<file path="config.mk">
export PLATFORM = sky130hd
export DESIGN_NAME = cdb_reservation_station
export DESIGN_NICKNAME = d
export VERILOG_FILES = /design/src/rtl/cdb_reservation_station.sv
export SDC_FILE = /design/constraint.sdc
export NUM_CORES = 1
export LEC_CHECK = 0
export ABC_AREA = 1
export ABC_CLOCK_PERIOD_IN_PS = 29400
export CAP_MARGIN = 25
export CORE_ASPECT_RATIO = 1.5
export CORE_MARGIN = 8
export CORE_UTILIZATION = 35
export DETAILED_ROUTE_END_ITERATION = 8
export HOLD_SLACK_MARGIN = 0.06
export PLACE_DENSITY = 0.54
export SLEW_MARGIN = 25
export SYNTH_ARGS = -nofsm -noshare
export SYNTH_HDL_FRONTEND = slang
export SYNTH_SLANG_ARGS = --single-unit
export TNS_END_PERCENT = 100
</file>
<file path="constraint.sdc">
create_clock -name clk -period 29.4 [get_ports clk]
set_input_delay 5.88 -clock clk [delete_from_list [all_inputs] [get_ports clk]]
set_output_delay 5.88 -clock clk [all_outputs]
set_load 0.02 [all_outputs]
</file>
<file path="src/rtl/cdb_reservation_station.sv">
// Reservation station that snoops the Common Data Bus for operand values and
// issues fully-ready instructions, lowest index first, over a valid/ready handshake.
module cdb_reservation_station #(
    parameter int NUM_ENTRIES = 4,
    parameter int TAG_WIDTH   = 6,
    parameter int OP_WIDTH    = 4,
    parameter int CNT_WIDTH   = 3
) (
    input  logic                 clk,
    input  logic                 rst,
    input  logic                 flush,
    input  logic                 disp_valid,
    output logic                 disp_ready,
    input  logic [OP_WIDTH-1:0]  disp_op,
    input  logic [TAG_WIDTH-1:0] disp_dest_tag,
    input  logic                 disp_src1_rdy,
    input  logic                 disp_src2_rdy,
    input  logic [TAG_WIDTH-1:0] disp_src1_tag,
    input  logic [TAG_WIDTH-1:0] disp_src2_tag,
    input  logic [31:0]          disp_src1_data,
    input  logic [31:0]          disp_src2_data,
    input  logic                 cdb_valid,
    input  logic [TAG_WIDTH-1:0] cdb_tag,
    input  logic [31:0]          cdb_data,
    output logic                 issue_valid,
    input  logic                 issue_ready,
    output logic [OP_WIDTH-1:0]  issue_op,
    output logic [TAG_WIDTH-1:0] issue_dest_tag,
    output logic [31:0]          issue_src1,
    output logic [31:0]          issue_src2,
    output logic [CNT_WIDTH-1:0] count
);

    localparam int IDX_W = (NUM_ENTRIES > 1) ? $clog2(NUM_ENTRIES) : 1;

    typedef struct packed {
        logic                 valid;
        logic [OP_WIDTH-1:0]  op;
        logic [TAG_WIDTH-1:0] dest_tag;
        logic                 s1_rdy;
        logic [TAG_WIDTH-1:0] s1_tag;
        logic [31:0]          s1_data;
        logic                 s2_rdy;
        logic [TAG_WIDTH-1:0] s2_tag;
        logic [31:0]          s2_data;
    } entry_t;

    entry_t [NUM_ENTRIES-1:0] ent_q, ent_d;
    logic   [CNT_WIDTH-1:0]   count_q, count_d;

    logic             any_free, any_rdy;
    logic [IDX_W-1:0] free_idx, issue_idx;
    logic             disp_fire, issue_fire;
    entry_t           new_ent;

    // Priority pickers: scanning downward leaves the lowest qualifying index.
    // NOTE: always_comb uses blocking (=) assignments and gives every output a
    // default first, so no path leaves a signal unassigned and no latch is inferred.
    always_comb begin
        any_free  = 1'b0;
        free_idx  = '0;
        any_rdy   = 1'b0;
        issue_idx = '0;
        for (int i = NUM_ENTRIES - 1; i >= 0; i--) begin
            if (!ent_q[i].valid) begin
                any_free = 1'b1;
                free_idx = IDX_W'(i);
            end
            if (ent_q[i].valid && ent_q[i].s1_rdy && ent_q[i].s2_rdy) begin
                any_rdy   = 1'b1;
                issue_idx = IDX_W'(i);
            end
        end
    end

    assign disp_ready  = any_free && !flush;
    assign issue_valid = any_rdy && !flush;
    assign disp_fire   = disp_valid && disp_ready;
    assign issue_fire  = issue_valid && issue_ready;
    assign count       = count_q;

    always_comb begin
        issue_op       = '0;
        issue_dest_tag = '0;
        issue_src1     = '0;
        issue_src2     = '0;
        if (issue_valid) begin
            issue_op       = ent_q[issue_idx].op;
            issue_dest_tag = ent_q[issue_idx].dest_tag;
            issue_src1     = ent_q[issue_idx].s1_data;
            issue_src2     = ent_q[issue_idx].s2_data;
        end
    end

    // Incoming entry, with a same-cycle CDB hit captured as a dispatch bypass.
    always_comb begin
        new_ent          = '0;
        new_ent.valid    = 1'b1;
        new_ent.op       = disp_op;
        new_ent.dest_tag = disp_dest_tag;
        new_ent.s1_rdy   = disp_src1_rdy;
        new_ent.s1_tag   = disp_src1_tag;
        new_ent.s1_data  = disp_src1_data;
        new_ent.s2_rdy   = disp_src2_rdy;
        new_ent.s2_tag   = disp_src2_tag;
        new_ent.s2_data  = disp_src2_data;
        if (cdb_valid && !disp_src1_rdy && (cdb_tag == disp_src1_tag)) begin
            new_ent.s1_rdy  = 1'b1;
            new_ent.s1_data = cdb_data;
        end
        if (cdb_valid && !disp_src2_rdy && (cdb_tag == disp_src2_tag)) begin
            new_ent.s2_rdy  = 1'b1;
            new_ent.s2_data = cdb_data;
        end
    end

    always_comb begin
        ent_d   = ent_q;
        count_d = count_q + CNT_WIDTH'(disp_fire) - CNT_WIDTH'(issue_fire);
        for (int i = 0; i < NUM_ENTRIES; i++) begin
            if (cdb_valid && ent_q[i].valid) begin
                if (!ent_q[i].s1_rdy && (ent_q[i].s1_tag == cdb_tag)) begin
                    ent_d[i].s1_rdy  = 1'b1;
                    ent_d[i].s1_data = cdb_data;
                end
                if (!ent_q[i].s2_rdy && (ent_q[i].s2_tag == cdb_tag)) begin
                    ent_d[i].s2_rdy  = 1'b1;
                    ent_d[i].s2_data = cdb_data;
                end
            end
        end
        // The issued slot is always valid and the dispatch slot always invalid,
        // so the two updates never touch the same entry.
        if (issue_fire) ent_d[issue_idx].valid = 1'b0;
        if (disp_fire)  ent_d[free_idx] = new_ent;
        if (flush) begin
            for (int i = 0; i < NUM_ENTRIES; i++) ent_d[i].valid = 1'b0;
            count_d = '0;
        end
    end

    // NOTE: sequential state uses non-blocking (<=) so every flop samples the
    // pre-edge values. The entry array is flop-based, so it is reset as a whole;
    // payload fields are don't-care once valid is low.
    always_ff @(posedge clk or posedge rst) begin
        if (rst) begin
            ent_q   <= '0;
            count_q <= '0;
        end else begin
            ent_q   <= ent_d;
            count_q <= count_d;
        end
    end

endmodule

</file>
# Word level (Yosys, flattened, before mapping)
# Index checks and enable logic that the tools add are counted.
[totals]
input_bits = 132
out_inout_bits = 79
wordCells = 161
regBits = 359
[classes]
add_sub_neg = 2
mux = 67
eq_ne = 10
n_reduce_logical = 41
magnitude_cmp = 4
[op_table]
columns = ["operator", "n"]
rows = [
  ["bitwise mux 356 bit", 2],
  ["two-way mux 356 bit", 2],
  ["two-way mux 32 bit", 16],
  ["demux 89 bit (select 2 bit)", 2],
  ["binary-select mux 89 bit (select 2 bit)", 1],
  ["two-way mux 89 bit", 2],
  ["two-way mux 33 bit", 4],
  ["two-way mux 88 bit", 1],
  ["equality test 6 bit", 10],
  ["logical AND 1 bit", 30],
  ["two-way mux 1 bit", 26],
  ["two-way mux 2 bit", 8],
  ["logical NOT 1 bit", 11],
  ["< comparator 2 x 3 -> 1 bit, second input constant", 2],
  ["two-way mux 6 bit", 1],
  ["greater-or-equal comparator 2 x 1 -> 1 bit, second input constant", 2],
  ["two-way mux 4 bit", 1],
  ["adder 3 x 1 -> 3 bit", 1],
  ["two-way mux 3 bit", 1],
  ["subtractor 3 x 1 -> 3 bit", 1],
]

# Depth between registers and ports, before layout
# Gate-level depths: netlist of run 1.
[depth]
ltp_word = 15
ltp_mapped = 12
mapped_depth_nobuf = 11

# Worst setup path after synthesis of run 1
# No wires, ideal clock.
[synth_path]
path_kind = "input port to output port"
startpoint = "input flush"
endpoint = "output issue_dest_tag[0]"
arrival_time_ns = 6.873
setup_slack_ns = 16.647
required_time_ns = 23.520
n_path_buf = 3
stages = 6
path_cell_list = "buf_2 -> nor2_1 -> buf_2 -> buf_1 -> nand2_1 -> inv_1"
[synth_via]
elab_chain_len = 3
[synth_rtl]
columns = ["element", "line", "rtl"]
rows = [
  ["start, declared", "11", "input logic flush,"],
  ["logical NOT 1 bit", "77", "assign issue_valid = any_rdy && !flush;"],
  ["logical AND 1 bit", "77", ""],
  ["two-way mux 6 bit", "87", "if (issue_valid) begin"],
  ["end, declared", "28", "output logic [TAG_WIDTH-1:0] issue_dest_tag,"],
]
# No other way between the ends.

# Worst setup path in the final report of run 1
[layout_path]
startpoint = "input flush"
endpoint = "output issue_src2[4]"
[layout_via]
elab_chain_len = 3
[layout_rtl]
columns = ["element", "line", "rtl"]
rows = [
  ["logical NOT 1 bit", "77", ""],
  ["logical AND 1 bit", "77", ""],
  ["two-way mux 32 bit", "87", ""],
  ["end, declared", "30", "output logic [31:0] issue_src2,"],
]
# No other way between the ends.

==> results of run 1 <==
flip-flops by register name (all words and copies together), names as in the netlist:
register	cells
count	3
ent_q	356
logic make-up after synthesis:
| family | after synthesis |
|---|---|
| AO/OA/AOI/OAI | 142 |
| adder cells (fa/ha/maj) | 3 |
| buffers and inverters | 709 |
| XOR/XNOR | 31 |
| flip-flops | 359 |
| AND/OR/NAND/NOR | 2213 |
synthesized netlist by cell type (6+ instances only):
master,instances
o21ai_0,119
a21oi_1,6
nand3_1,438
clkinv_1,32
o21ai_1,7
nand3b_1,74
dfrtp_1,359
buf_1,16
clkbuf_1,96
nand2_2,23
nor2_2,8
buf_4,9
buf_2,111
inv_1,435
xnor2_1,28
inv_2,7
nand4_1,261
nand2_1,1367
a21oi_2,8
nor2_1,33
worst reg2reg max path, delay by kind of cell, from the launching register on:
kind	cells	cell delay, ps
flip-flops	1	460
AND/OR/NAND/NOR	7	1570
buffers and inverters	2	1610
worst max path at each step:
stage | slack (ps) | cells past startpoint | from | end
finish | 15040 | 6 | flush | issue_src2[4]
global route | 14860 | 6 | flush | issue_src1[3]
CTS | 15020 | 6 | flush | issue_src2[2]
detailed placement | 15020 | 6 | flush | issue_src2[2]
global placement | 15080 | 6 | flush | issue_src1[5]
floorplan | 13560 | 1 | rst | count[0]
per-stage QoR:
stage               setup slack (ps)  utilization (%)
floorplan                      13560                -
global placement               15080             39.5
detailed placement             15020             39.5
CTS                            15020             41.4
global route                   14860             41.5
finish                         15040             41.5
final cells by class:
| type | instances | area (sq um) |
|---|---|---|
| clock inverters | 8 | 40.0 |
| multi-input cells | 2389 | 11100 |
| clock buffers | 59 | 1160 |
| flip-flops and latches | 359 | 8980 |
| well taps | 870 | 1090 |
| inverters | 474 | 1790 |
| repair buffers | 264 | 2570 |
| fillers | 7053 | 37700 |
power by group through the flow:
| stage | sequential [mW] | clock, mW | combinational (mW) |
|---|---|---|---|
| 2_1_floorplan | 0.604 | 0 | 0.192 |
| 3_3_place_gp | 0.610 | 0 | 0.297 |
| 3_5_place_dp | 0.611 | 0 | 0.297 |
| 4_1_cts | 0.602 | 0.496 | 0.298 |
| 5_1_grt | 0.611 | 0.513 | 0.335 |
| 6_report | 0.603 | 0.489 | 0.299 |
placed cells by master (no fill, tap or decap), types with 2 or more instances in the layout:
cell,count
inv_2,6
o21ai_0,119
clkdlybuf4s50_1,210
xor2_1,3
ha_1,2
buf_4,50
clkbuf_1,11
nor2_2,19
clkinv_2,10
nor3_4,2
xnor2_1,28
a21oi_1,6
clkinv_1,32
clkbuf_16,41
nand3b_1,74
inv_1,433
nor2_4,5
nand4_1,261
nand2_4,3
or2_2,2
nor2_1,17
o21ai_1,7
nand3_2,4
nand3_1,435
clkbuf_8,7
a21oi_2,7
buf_16,3
dfrtp_1,359
nand2_2,22
nand2_1,1366
layer usage:
| layer | up-vias | global-route usage (%) |
|---|---|---|
| met5 | - | 0 |
| met4 | 2 | 11.5 |
| met3 | 254 | 3.76 |
| met2 | 975 | 43.4 |
| met1 | 11000 | 30.0 |
| li1 | 11100 | - |
==> impl_metrics.py, run 1 <==
metrics = {
    "outcome": {
        "status": "finished clean",
    },
    "detailed_routing": {
        "drtPass1Iterations": 5,
        "ant_nets": 0,
        "dr_total_vias": 23300,
        "avgRoutedWirePerCell_um": 21.3,
        "drt-initial-drc-count": 1836,
        "wl_met2_um": 45700,
        "wl_met1_um": 37900,
        "route.detailed.drc": 0,
        "avgViaCountPerCell": 5.27,
        "routed.top_layer": "met5",
        "dr_wl_met3_um": 6430,
        "drt-total-wl_um": 94100,
    },
    "worst_setup_path": {
        "worstPathRequired_ps": 23520,
        "crit_type": "in -> out",
        "crit_chain": "clkdlybuf4s50_1, nor2_4, buf_4, nand2_1, inv_1, clkdlybuf4s50_1",
        "cp_top_family": "buffers and inverters",
        "r2r_start": "ent_q[88]",
        "timing.rr.end": "ent_q[330]",
        "cp_max_fo": 75,
        "crit_top_cell": "clkdlybuf4s50_1",
        "cp-end-kind": "output pin",
        "cp_slowest_stage_delay_ps": 770,
        "critPathBufInv": 4,
        "cp.arrival_ps": 8480,
        "reg2reg_depth": 9,
        "r2r_setup_slack_ps": 25650,
        "startpoint_type": "input pin",
        "crit_slowest_cell": "clkdlybuf4s50_1",
    },
    "grt": {
        "antenna_found_initial": 1,
        "grt_use_total_pct": 25.0,
        "grt_remaining_overflow": 0,
        "grt_pass1_wl_um": 143000,
        "grt_pass1_vias": 23200,
        "grt_max_degree": 89,
    },
    "synthesis": {
        "synth-compound-area-share_pct": 3.27,
        "synth_adder_area_share_pct": 0.197,
        "syn_inst": 3457,
        "postSynthAreaPerCell_sq_um": 6.60,
        "synth_mux_area_share_pct": 0,
        "synth-simple-area-share_pct": 43.4,
        "synthTopCellsByArea": "dfrtp_1, nand2_1, nand3_1, inv_1, nand4_1",
        "synth_edf_count": 0,
        "synth-async-reset-ratio_pct": 100,
        "yosys_register_bits": 359,
        "synth_xor_area_share_pct": 1.19,
        "ys_types": 33,
        "ys.flop_type": "dfrtp_1",
        "syn_nets": 3592,
        "synth_top_area_cell": "dfrtp_1",
        "synth_area_sq_mm": 0.0228,
        "synth_top_area_share_pct": 39.4,
        "synth_top_family_by_area": "simple AND/OR/NAND/NOR gates",
        "yosys_warnings": 0,
        "ys_seq_area_share_pct": 39.4,
    },
    "placement": {
        "placedCellCount": 4354,
        "dp_hpwl_um": 56100,
        "port_buffers": 210,
        "gp_congestion": 0.794,
        "placed_area_sq_mm": 0.0255,
    },
    "clock_network": {
        "clock-sinks": 359,
        "ctsResizeCount": 0,
        "clk_pin_slew_ps": 60,
        "cts-root-buf": "clkbuf_16",
        "clkLatencyLatePin_ps": 550,
        "clock_path_buffers": 3,
        "postCtsHoldBufs": 0,
        "cts.htree.levels": 2,
        "cts_buffers": 39,
        "cts_setup_buffers": 0,
        "cts_tree": "built",
    },
    "pwr": {
        "switchingPower_uw": 454,
        "power_density_mw_per_mm2": 52.1,
        "p_comb_share_pct": 21.5,
        "seqPwrFrac_pct": 43.3,
        "p_clk_share_pct": 35.2,
        "leakagePower_nw": 14.0,
        "intPower_uw": 937,
        "ir_drop_mv": 0.0358,
        "p_total_mw": 1.39,
        "sw_frac_of_total_pct": 32.6,
    },
    "timing": {
        "timing.final.crit_share_pct": 48.8,
        "hold_slack_ps": 483,
        "fin_skew_ps": 14.8,
        "period_minus_slack_ps": 14360,
        "tightest_slew_ps": 1010,
        "drv_slew": 0,
        "hold_violations": 0,
        "setup_viol": 0,
        "rsz0062_at_grt": "false",
        "tns_ps": 0,
        "maxSlewHeadroom_pct": 32.6,
        "fmax_mhz": 69.6,
    },
    "layout": {
        "fin_cells": 4423,
        "design_area_sq_mm": 0.0267,
        "final_nets": 3662,
        "drive_above_1_share_pct": 5.24,
        "synthToLayoutAreaGrowth_pct": 17.2,
        "diodes": 0,
    },
    "min_path": {
        "hold_class": "reg -> reg",
        "min_path_cells": 2,
        "min-delay-start": "ent_q[87]",
        "whs_endpoint": "ent_q[87]",
    },
    "floorplan": {
        "initial_core_util_pct": 35.4,
        "rows": 114,
        "die_x_um": 224,
        "die_area_sq_mm": 0.0738,
        "die_h_um": 329,
        "ios": 211,
        "core_sq_mm": 0.0645,
    },
    "run": {
        "drv_cap": 0,
    },
}
(Power assumes the default switching activity.)
==> run 2, diff against run 1 <==
ABC_CLOCK_PERIOD_IN_PS = 14800   (was 29400)
clock period = 14.8 ns   (was 29.4 ns; I/O delays follow)
==> run 2 against run 1 <==
Net effect: final area is 0.36% higher; worst hold slack about the same; global-route usage increased by 0.12 points; setup slack got worse by 8900 ps; combinational power rose by 98%; routed wire length rose by 0.14%; critical path depth stayed put; cell count hardly changed; clock-buffer cell count decreased by 2; clock skew rose by 6.7 ps; power rose by 100%; critical path type unchanged; largest power group unchanged; highest routed layer unchanged.
==> impl_metrics.py, run 2 (synthesis gave the netlist of run 1 again) <==
metrics = {
    "layout": {
        "design_area_sq_mm": 0.0268,
        "final_nets": 3664,
        "largest_reg_flops": 356,
        "synthToLayoutAreaGrowth_pct": 17.6,
        "fin_cells": 4422,
        "diodes": 0,
        "nFillCells": 7008,
        "layout_common_cells": "nand2_1, nand3_1, inv_1",
        "multi_input_area_sq_mm": 0.0111,
        "final_util_pct": 41.6,
        "final_common_cell": "nand2_1",
        "seqCellArea_sq_mm": 0.00898,
        "drive_above_1_share_pct": 5.26,
        "top_register": "ent_q",
    },
    "clock_network": {
        "clock_path_buffers": 3,
        "cts_tree": "built",
        "clk_pin_slew_ps": 60,
        "cts-root-buf": "clkbuf_16",
        "cts_buffers": 39,
        "ctsResizeCount": 0,
        "clkLatencyLatePin_ps": 560,
        "cts.htree.levels": 2,
        "cts_setup_buffers": 0,
        "clock-sinks": 359,
        "postCtsHoldBufs": 0,
    },
    "timing": {
        "fin_skew_ps": 21.5,
        "timing.final.crit_share_pct": 58.6,
        "fin_ws_ps": 6130,
        "fmax_mhz": 115,
        "rsz0062_at_grt": "false",
        "hold_violations": 0,
        "maxSlewHeadroom_pct": 31.9,
        "setup_viol": 0,
        "tightest_slew_ps": 1020,
        "drv_slew": 0,
        "hold_slack_ps": 483,
        "period_minus_slack_ps": 8670,
        "tns_ps": 0,
    },
    "floorplan": {
        "initial_core_util_pct": 35.4,
        "rows": 114,
        "die_area_sq_mm": 0.0738,
        "ios": 211,
        "die_h_um": 329,
        "die_x_um": 224,
        "core_sq_mm": 0.0645,
    },
    "pwr": {
        "leakagePower_nw": 14.1,
        "power_density_mw_per_mm2": 105,
        "ir_drop_mv": 0.101,
        "p_total_mw": 2.83,
    },
    "detailed_routing": {
        "avgRoutedWirePerCell_um": 21.3,
        "route.detailed.drc": 0,
        "ant_nets": 0,
        "drt-total-wl_um": 94200,
        "drt-initial-drc-count": 1708,
        "avgViaCountPerCell": 5.25,
        "dr_total_vias": 23200,
        "drtPass1Iterations": 5,
    },
    "grt": {
        "grt_pass1_vias": 23300,
        "grt_pass1_wl_um": 144000,
        "grt_max_degree": 113,
        "grt_remaining_overflow": 0,
        "grt_use_total_pct": 25.1,
        "antenna_found_initial": 2,
    },
    "worst_setup_path": {
        "cp.depth": 6,
        "cp_top_family": "buffers and inverters",
        "cp_slowest_stage_delay_ps": 760,
        "crit_type": "in -> out",
        "critPathBufInv": 4,
        "crit_top_cell": "clkdlybuf4s50_1",
        "crit_end": "issue_src2[23]",
        "cp-end-kind": "output pin",
        "worstPathRequired_ps": 11840,
        "r2r_start": "ent_q[88]",
        "reg2reg_depth": 11,
        "timing.rr.end": "ent_q[127]",
        "cp_max_fo": 39,
        "startpoint_type": "input pin",
        "crit_chain": "clkdlybuf4s50_1, nor2_4, buf_4, nand2_1, inv_1, clkdlybuf4s50_1",
        "cp.arrival_ps": 5710,
        "crit_slowest_cell": "clkdlybuf4s50_1",
        "r2r_setup_slack_ps": 11360,
        "startpoint": "flush",
    },
    "placement": {
        "placed_area_sq_mm": 0.0255,
        "dp_hpwl_um": 56200,
        "gp_congestion": 0.808,
        "placedCellCount": 4356,
        "post-place-ws_ps": 5700,
        "port_buffers": 210,
    },
    "run": {
        "drv_cap": 0,
    },
    "min_path": {
        "hold_class": "reg -> reg",
    },
    "outcome": {
        "status": "finished clean",
    },
}
## run 2: final cells by class
type	count	area share [%]
timing repair buffer	266	9.61
clock inverter	7	0.504
sequential	359	33.5
inverter	474	6.67
multi-input combinational	2389	41.4
clock buffer	57	4.31
tap	870	4.06
## run 2: metal layers
layer | vias up | routed length (um) | GRT usage, %
met5 | - | 13 | 0
met3 | 266 | 6020 | 3.64
met2 | 903 | 46100 | 43.8
met1 | 10900 | 37800 | 30.2
met4 | 2 | 4310 | 11.4
li1 | 11100 | - | -
## run 2: worst reg2reg max path, cell delays in order (launching register included)
cell,delay [ps]
dfrtp_1,470
nand2_1,190
nor2_1,70
nor2_2,120
nand2_2,150
inv_2,140
nand2_4,480
inv_2,670
buf_4,760
nand3_1,140
o21ai_1,110
inv_1,50
## run 2: power breakdown
group          total, mW  internal, mW  switching, mW
combinational      0.593         0.199          0.394
clock               1.04         0.608          0.428
sequential          1.20          1.12         0.0749
## run 2: worst min path at each step
stage                           from         end  slack, ps  cells after the start
final                     ent_q[350]  ent_q[350]        480                      2
after global placement    ent_q[349]  ent_q[349]        470                      2
after CTS                 ent_q[350]  ent_q[350]        490                      2
after detailed placement   ent_q[79]   ent_q[79]        470                      2
after global routing      ent_q[169]  ent_q[169]        490                      2
after floorplan           ent_q[167]  ent_q[167]        450                      2
